File: src/rtl/dmem_lsu.sv
// Load/store unit between the CPU data port and a 32-bit word-wide data memory.
// Latency: an accepted access spends one ACCESS cycle, then one RESP cycle; an error goes straight to RESP.
// Backpressure: req_ready is high only in IDLE; the response is held until rsp_ready.
//
// Ports:
//   clock, resetn           clock and asynchronous active-low reset
//   req_*                   byte-addressed request (valid/ready), size, signedness, store data
//   rsp_*                   response (valid/ready), extended load data, error flag
//   mem_*                   memory side: word addresses, lane-shifted data, byte enables, write enable, read data
module dmem_lsu #(
  parameter int unsigned ADDR_W    = 15,
  parameter logic [31:0] BASE_ADDR = 32'h0001_0000
) (
  input  logic              clock,
  input  logic              resetn,
  input  logic              req_valid,
  output logic              req_ready,
  input  logic              req_we,
  input  logic [31:0]       req_addr,
  input  logic [1:0]        req_size,
  input  logic              req_unsigned,
  input  logic [31:0]       req_wdata,
  output logic              rsp_valid,
  input  logic              rsp_ready,
  output logic [31:0]       rsp_rdata,
  output logic              rsp_err,
  output logic [ADDR_W-1:0] mem_rdaddress,
  output logic [ADDR_W-1:0] mem_wraddress,
  output logic [31:0]       mem_data,
  output logic [3:0]        mem_byteena,
  output logic              mem_wren,
  input  logic [31:0]       mem_q
);

  typedef enum logic [1:0] {
    S_IDLE   = 2'd0,
    S_ACCESS = 2'd1,
    S_RESP   = 2'd2
  } state_t;

  localparam logic [1:0] SZ_BYTE = 2'b00;
  localparam logic [1:0] SZ_HALF = 2'b01;
  localparam logic [1:0] SZ_WORD = 2'b10;

  // Size of the mapped window in bytes.
  localparam logic [31:0] MEM_BYTES = 32'd4 << ADDR_W;

  state_t              r_state;
  state_t              w_state_nxt;

  logic                r_we;
  logic [1:0]          r_addr_lo;
  logic [1:0]          r_size;
  logic                r_unsigned;
  logic [31:0]         r_wdata;
  logic [ADDR_W-1:0]   r_word;
  logic [31:0]         r_rsp_rdata;
  logic                r_rsp_err;

  logic [31:0]         w_off;
  logic                w_err;
  logic                w_accept;
  logic [3:0]          w_store_be;
  logic [31:0]         w_store_data;
  logic [7:0]          w_ld_byte;
  logic [15:0]         w_ld_half;
  logic [31:0]         w_ld_ext;

  // Offset wraps modulo 2^32, so addresses below BASE_ADDR land far out of range.
  assign w_off = req_addr - BASE_ADDR;

  assign w_err = (req_size == 2'b11)
              || ((req_size == SZ_HALF) && req_addr[0])
              || ((req_size == SZ_WORD) && (req_addr[1:0] != 2'b00))
              || (w_off >= MEM_BYTES);

  assign w_accept = req_valid && req_ready;

  // FSM: state register
  always_ff @(posedge clock or negedge resetn) begin
    if (!resetn) begin
      r_state <= S_IDLE;
    end else begin
      r_state <= w_state_nxt;
    end
  end

  // FSM: next state and control outputs
  always_comb begin
    w_state_nxt = r_state;
    req_ready   = 1'b0;
    rsp_valid   = 1'b0;
    mem_wren    = 1'b0;
    mem_byteena = 4'b0000;
    case (r_state)
      S_IDLE: begin
        req_ready = 1'b1;
        if (req_valid) begin
          w_state_nxt = w_err ? S_RESP : S_ACCESS;
        end
      end
      S_ACCESS: begin
        w_state_nxt = S_RESP;
        if (r_we) begin
          mem_wren    = 1'b1;
          mem_byteena = w_store_be;
        end
      end
      S_RESP: begin
        rsp_valid = 1'b1;
        if (rsp_ready) begin
          w_state_nxt = S_IDLE;
        end
      end
      default: w_state_nxt = S_IDLE;
    endcase
  end

  // Store lane placement: data is replicated so the byte enables alone pick the lane.
  always_comb begin
    w_store_be   = 4'b1111;
    w_store_data = r_wdata;
    case (r_size)
      SZ_BYTE: begin
        w_store_be   = 4'b0001 << r_addr_lo;
        w_store_data = {4{r_wdata[7:0]}};
      end
      SZ_HALF: begin
        w_store_be   = r_addr_lo[1] ? 4'b1100 : 4'b0011;
        w_store_data = {2{r_wdata[15:0]}};
      end
      default: begin
        w_store_be   = 4'b1111;
        w_store_data = r_wdata;
      end
    endcase
  end

  // Load lane extraction and extension
  always_comb begin
    w_ld_byte = mem_q[7:0];
    case (r_addr_lo)
      2'd0:    w_ld_byte = mem_q[7:0];
      2'd1:    w_ld_byte = mem_q[15:8];
      2'd2:    w_ld_byte = mem_q[23:16];
      default: w_ld_byte = mem_q[31:24];
    endcase
    w_ld_half = r_addr_lo[1] ? mem_q[31:16] : mem_q[15:0];
    w_ld_ext  = mem_q;
    case (r_size)
      SZ_BYTE: w_ld_ext = {{24{w_ld_byte[7]  & ~r_unsigned}}, w_ld_byte};
      SZ_HALF: w_ld_ext = {{16{w_ld_half[15] & ~r_unsigned}}, w_ld_half};
      default: w_ld_ext = mem_q;
    endcase
  end

  // Request capture and response registers
  always_ff @(posedge clock or negedge resetn) begin
    if (!resetn) begin
      r_we        <= 1'b0;
      r_addr_lo   <= 2'b00;
      r_size      <= 2'b00;
      r_unsigned  <= 1'b0;
      r_wdata     <= 32'd0;
      r_word      <= '0;
      r_rsp_rdata <= 32'd0;
      r_rsp_err   <= 1'b0;
    end else begin
      if (w_accept) begin
        r_we        <= req_we;
        r_addr_lo   <= req_addr[1:0];
        r_size      <= req_size;
        r_unsigned  <= req_unsigned;
        r_wdata     <= req_wdata;
        r_word      <= w_off[ADDR_W+1:2];
        r_rsp_err   <= w_err;
        r_rsp_rdata <= 32'd0;
      end
      if (r_state == S_ACCESS) begin
        r_rsp_rdata <= r_we ? 32'd0 : w_ld_ext;
      end
      if ((r_state == S_RESP) && rsp_ready) begin
        r_rsp_rdata <= 32'd0;
        r_rsp_err   <= 1'b0;
      end
    end
  end

  assign mem_rdaddress = r_word;
  assign mem_wraddress = r_word;
  assign mem_data      = w_store_data;
  assign rsp_rdata     = r_rsp_rdata;
  assign rsp_err       = r_rsp_err;

endmodule

File: config.mk
export PLATFORM = sky130hd
export DESIGN_NAME = dmem_lsu
export DESIGN_NICKNAME = d
export VERILOG_FILES = /design/src/rtl/dmem_lsu.sv
export SDC_FILE = /design/constraint.sdc
export NUM_CORES = 1
export LEC_CHECK = 0
export ABC_AREA = 0
export BUFFER_PORTS_ARGS = -buffer_cell sky130_fd_sc_hd__buf_2
export CAP_MARGIN = 25
export CORE_ASPECT_RATIO = 0.75
export CORE_MARGIN = 3
export CORE_UTILIZATION = 47
export CTS_CLUSTER_SIZE = 24
export DETAILED_ROUTE_END_ITERATION = 6
export MAX_ROUTING_LAYER = met4
export PLACE_DENSITY = 0.82
export REMOVE_ABC_BUFFERS = 1
export SKIP_CTS_REPAIR_TIMING = 1
export SLEW_MARGIN = 20
export SYNTH_ARGS = -nofsm -noshare
export SYNTH_HDL_FRONTEND = slang
export SYNTH_SLANG_ARGS = --single-unit
File: constraint.sdc
create_clock -name clock -period 1.88 [get_ports clock]
set_input_delay 0.094 -clock clock [delete_from_list [all_inputs] [get_ports clock]]
set_output_delay 0.094 -clock clock [all_outputs]
set_load 0.01 [all_outputs]
== After elaboration in Yosys (flattened, before gate mapping) ==
Index checks and enable logic that the tools add are counted.

* Bits in registers: 88
* Bits of input ports: 104
* Output and inout bits: 102
* Word-level logic and storage cells: 61

* $add $sub $neg: 1
* Order comparisons: 1
* Equality and inequality tests: 10
* Shift operators: 1
* Multiplexer cells: 22
* Bitwise operators: 3
* Reduce and logical (&&, ||, !) cells: 14

{| class="wikitable"
|+ Operators with widths
! cell !! count
|-
| $mux W32 || 4
|-
| $pmux W32 S2 || 2
|-
| $ge A32 B18 Y1 const B || 1
|-
| $sub A32 B17 Y32 const B || 1
|-
| $pmux W8 S3 || 1
|-
| $mux W16 || 1
|-
| $mux W4 || 3
|-
| $eq A2 B1 Y1 const B || 4
|-
| $eq A2 B2 Y1 const B || 4
|-
| $pmux W4 S2 || 1
|-
| $logic_not A2 Y1 || 3
|-
| $mux W1 || 6
|-
| $mux W2 || 3
|-
| $pmux W2 S3 || 1
|-
| $logic_and A1 B1 Y1 || 4
|-
| $ne A2 B2 Y1 const B || 2
|-
| $reduce_bool A2 Y1 || 2
|-
| $shl A1 B2 Y4 const A || 1
|-
| $logic_or A1 B1 Y1 || 3
|-
| $reduce_bool A3 Y1 || 1
|-
| $and A1 B1 Y1 || 2
|-
| $reduce_and A2 Y1 || 1
|-
| $not A1 Y1 || 1
|}

== Logic depth before layout (Yosys ltp) ==
* Depth in word-level cells: 8
* Mapped depth: 8
* Mapped depth without buffers: 8

== Worst setup path before layout ==
OpenSTA, ideal clock, no wires.

* Path kind: input -> register
* From: input port req_addr[16]
* To: register r_rsp_err, in the netlist rsp_err
* Arrival time: 1.830 ns
* Data required time: 1.762 ns
* Slack: -0.068 ns
* Stages on the path: 8
* Path through: inv_1 > ha_1 > or3_4 > o22ai_2 > a31oi_1 > or2_0 > or4_1 > a21o_1

* Word-level cells in the longest chain between the ends: 5

{| class="wikitable"
|+ Ends and longest elaborated chain
! element !! RTL line !! text
|-
| from (decl) || 19 || <nowiki>input logic [31:0] req_addr,</nowiki>
|-
| $sub A32 B17 Y32 || 70 || <nowiki>assign w_off = req_addr - BASE_ADDR;</nowiki>
|-
| $ge A32 B18 Y1 || 75 || <nowiki>|| (w_off >= MEM_BYTES);</nowiki>
|-
| $logic_or A1 B1 Y1 || 75 ||
|-
| $mux W1 || 169 || <nowiki>if (w_accept) begin</nowiki>
|-
| $mux W1 || 182 || <nowiki>if ((r_state == S_RESP) && rsp_ready) begin</nowiki>
|-
| to (signal assigned) || 176 || <nowiki>r_rsp_err <= w_err;</nowiki>
|-
| to (decl) || 58 || <nowiki>logic r_rsp_err;</nowiki>
|}

No other way between the ends. The select of a mux whose other input is x is not followed.
A chain may end at the register's enable or synchronous reset.

== Worst setup path in the final report ==
* From: input port req_addr[6]
* To: register r_state[1]

* Word-level cells in the longest chain between the ends: 6

{| class="wikitable"
|+ Ends and longest elaborated chain
! element !! RTL line !! text
|-
| $sub A32 B17 Y32 || 70 ||
|-
| $ge A32 B18 Y1 || 75 ||
|-
| $logic_or A1 B1 Y1 || 75 ||
|-
| $mux W2 || 99 || <nowiki>w_state_nxt = w_err ? S_RESP : S_ACCESS;</nowiki>
|-
| $mux W2 || 98 || <nowiki>if (req_valid) begin</nowiki>
|-
| $pmux W2 S3 || 95 || <nowiki>case (r_state)</nowiki>
|-
| to (signal assigned) || 84 || <nowiki>r_state <= w_state_nxt;</nowiki>
|-
| to (decl) || 48 || <nowiki>state_t r_state;</nowiki>
|}

No other way between the ends. The select of a mux whose other input is x is not followed.

==> impl_results.md <==
- Number of rows in the core area: 30
- Signal arrival time at the worst endpoint: 2140 ps
- First-pass GRT wire length: 21500 microns
- Data required time at the worst endpoint: ~2100 ps
- Worst flop-to-flop path startpoint: r_addr_lo[1]
- DRC viols: 0
- Count of cells along the worst hold path: 3
- Kind of cell adding the most delay to the critical path: simple AND/OR/NAND/NOR gates
- Number of diodes added for antenna fixing: 0
- Slowest cell on the critical path: dlygate4sd3_1
- Worst hold margin: -28.1 ps
- Largest net degree at the start of global routing: between 40 and 50
- Via count of the first global-routing pass: 4325
- Post-Syn Instances: about 530
- CTS tree: done
- Aggregate global routing overflow: 0
- Io pins: 206
- Worst max-slew margin expressed relative to the limit: 60.4%
- Final WS setup: -7.92 ps
- Max_cap viols: 0
- Worst slew pin tran: 589 ps
- Length in cells of the worst reg-to-reg path: 7
- Series of cell instances along the critical path: dlygate4sd3_1 > buf_2 > nor4_1 > nand4_1 > nor4b_1 > o41ai_1 > a21oi_1
- Share of synthesized area occupied by flip-flops and latches: 48.7%
- Root buf cell: clkbuf_16
- Kind of start point of the critical path: input pin
- Endpoint of the most critical register-to-register path: rsp_rdata[20]
- Power density over the cells: 1000 nW/um^2
- Setup skew after layout: approximately 4.8 ps
- Minimum period implied by the final worst setup slack: 1890 ps
- Mapped cell area: ~4500 sq um
- Number of synthesized flops with an enable pin: 0
- Worst voltage drop across the vdd grid: between 0.7 and 0.8 mV
- Critical setup path kind: input pin to flip-flop
- Fillers: 686
- Initial antenna violation count: 0
- Overall power after layout: 6.44 mW
- Critical Path Fanout Max: 2
- Detailed placer's ending HPWL: 10100 microns
- Post-Layout Inst Area: 6430 sq um
- Post-placement cell count: 830
- Post-synthesis async set-or-reset flop share: 100%
- Run status: finished with violations
- Vias per cell: 5.44
- Setup slack of the worst register-to-register path: 140 ps
- Total of warnings raised by yosys: 0
- Die width: 119 microns
- Post-placement cell area: 5650 sq um
- CP peak stage delay: around 550 ps
- Met1 demand-to-capacity share in global routing: 30.8%
- Final non-filler cell total: 888
- Leading register cell type out of synthesis: dfrtp_1
- Register bit total from synthesis: 88
- Hold_sp: req_addr[5]
- Relative area change from synthesis to final layout: 42.2%
- Share of the cycle needed by the critical path after routing: 100%
- Gp weighted congestion: 0.881
- FF/Latch Area: 2200 sq um
- Unique masters post-synth: 44
- Routed length per placed instance: 17.2 microns
- Via Count: 4832
- Final setup violating endpoints: 1
- Num CTS Buffers: 9
- Count of input and output buffers: 205
- Leakage component of the power: 3.53 nW
- Fraction of met3 tracks used by global routing: 6.29%
- Grt peak-use layer: met2
- Length of the first detailed-routing pass in iterations: 5
- Syn Area/Cell: between 8 and 9 sq um
- Die area: 10800 sq um
- Violation count after the first detailed-routing iteration: 415
- Routed Wire Length: 15200 microns
- Maximum clock frequency: 530 MHz
- Total number of nets in the final design: 863
- Final setup TNS: -7.92 ps
- Final max-slew violation count: 0
- Clock Tree Buf Depth: 2
- Endpoints failing hold: 5
- Critical Path Sink Type: flip-flop
- Clock input transition at the sequential cells of the worst setup and hold paths: ~60 ps
- Die height: around 90 microns
- H-tree depth reported by CTS: 3
- Clock Latency Late Sink: approximately 340 ps
- Clock sink count: just under 90
- Aggregate global-route resource usage: 25.3%
- Met2 usage in global routing: between 40% and 50%
- Number of buffers and inverters on the critical path: 2
- Endpoint of the worst hold-timing path: mem_rdaddress[3]
- Starting Density: roughly half
- Area taken by multi-input logic gates: 2070 sq um
- Worst min-delay path class: input pin to flip-flop
- Violated checks: negative hold slack, negative setup slack
- Number of antenna-violating nets in the routed design: 0
- Placeable core region: 9200 sq um
- Fraction of final layout cells sized beyond drive strength 1: around a third
[layer usage]
layer	vias up	wire, microns
met5	-	0
met4	0	339
met3	38	1550
met2	329	7640
met1	2275	5710
li1	2190	-
[worst register-to-register path: stages, from the launching register on]
cell and delay [ps]:
dfrtp_1 360, mux4_2 550, nor2_4 100, a211oi_1 50
o21a_1 230, buf_12 160, o21ai_0 90, nand2_1 80
[final cells by class]
| type | instances | area share (%) |
|---|---|---|
| sequential | 88 | 34.2 |
| multi-input combinational | 384 | 32.1 |
| timing repair buffer | 269 | 26.0 |
| clock buffer | 10 | 3.72 |
| tap | 128 | 2.49 |
| clock inverter | 4 | 1.09 |
| inverter | 5 | 0.292 |
[through the flow]
stage               util [%]  setup WS (ps)
CTS                     64.8         -0.959
global placement        61.5           -167
floorplan                  -           -219
detailed placement      61.5           -267
finish                  69.9          -7.92
global route            69.9          -45.2
[cell usage after synthesis, types with 2 or more instances]
cell / number / area, sq um
a21o_1: 3 / 22.5
a21oi_1: 7 / 35.0
a22o_1: 7 / 61.3
a22oi_1: 7 / 52.6
a311oi_1: 2 / 17.5
a31oi_1: 2 / 12.5
and2_1: 3 / 18.8
buf_1: 2 / 7.51
buf_4: 23 / 173
clkbuf_1: 23 / 86.3
dfrtp_1: 88 / 2200
ha_1: 2 / 25.0
inv_1: 5 / 18.8
mux2_2: 16 / 180
mux2i_1: 17 / 170
nand2_1: 209 / 785
nand2b_1: 3 / 18.8
nor2_1: 12 / 45.0
nor2b_1: 2 / 12.5
nor3_1: 2 / 10.0
nor4_1: 4 / 25.0
nor4b_1: 2 / 17.5
o21a_1: 9 / 67.6
o21ai_0: 55 / 275
[cell families (layout without fill, tap and decap cells)]
| group | after synthesis | in the layout | share of synthesized area (%) |
|---|---|---|---|
| multiplexers | 34 | 34 | 8.25 |
| buffers and inverters | 53 | 288 | 6.31 |
| flip-flops | 88 | 88 | 48.7 |
| XOR/XNOR | 1 | 1 | 0.194 |
| AO/OA/AOI/OAI | 100 | 100 | 13.5 |
| adder cells (fa/ha/maj) | 2 | 2 | 0.553 |
| AND/OR/NAND/NOR | 247 | 247 | 22.5 |
[registers in the layout, indices dropped and copies added, names as in the netlist]
signal	cells
r_size	2
r_unsigned	1
rsp_rdata	32
r_we	1
r_state	2
r_addr_lo	2
rsp_err	1
mem_rdaddress	15
r_wdata	32
[power breakdown]
group / switching, mW / internal, mW / leakage, nW
registers: 0.255 / 2.17 / 1.14
logic: 1.21 / 0.923 / 2.24
clock network: 0.699 / 1.18 / 0.154
total: 2.17 / 4.27 / 3.53
[worst max-delay path by stage]
| stage | start | end | slack, ps | depth (start not counted) |
|---|---|---|---|---|
| after detailed placement | req_addr[16] | rsp_err | -270 | 9 |
| after floorplan | r_state[0] | rsp_err | -220 | 4 |
| after global placement | req_addr[16] | rsp_err | -170 | 9 |
| after global routing | r_size[1] | mem_byteena[2] | -50 | 5 |
| final | req_addr[6] | r_state[1] | -8 | 7 |
| after CTS | r_addr_lo[1] | mem_byteena[0] | -1 | 4 |
[cell usage in the layout (no fill, tap or decap), drive strengths merged, types with 7 or more instances in the layout]
| cell type | count |
|---|---|
| buf | 225 |
| nand2 | 209 |
| dfrtp | 88 |
| o21ai | 56 |
| dlygate4sd3 | 44 |
| mux2i | 17 |
| mux2 | 16 |
| nor2 | 12 |
| clkbuf | 10 |
| o21a | 9 |
| a21oi | 7 |
| a22oi | 7 |
| a22o | 7 |
Power figures use the tool's default switching activity.
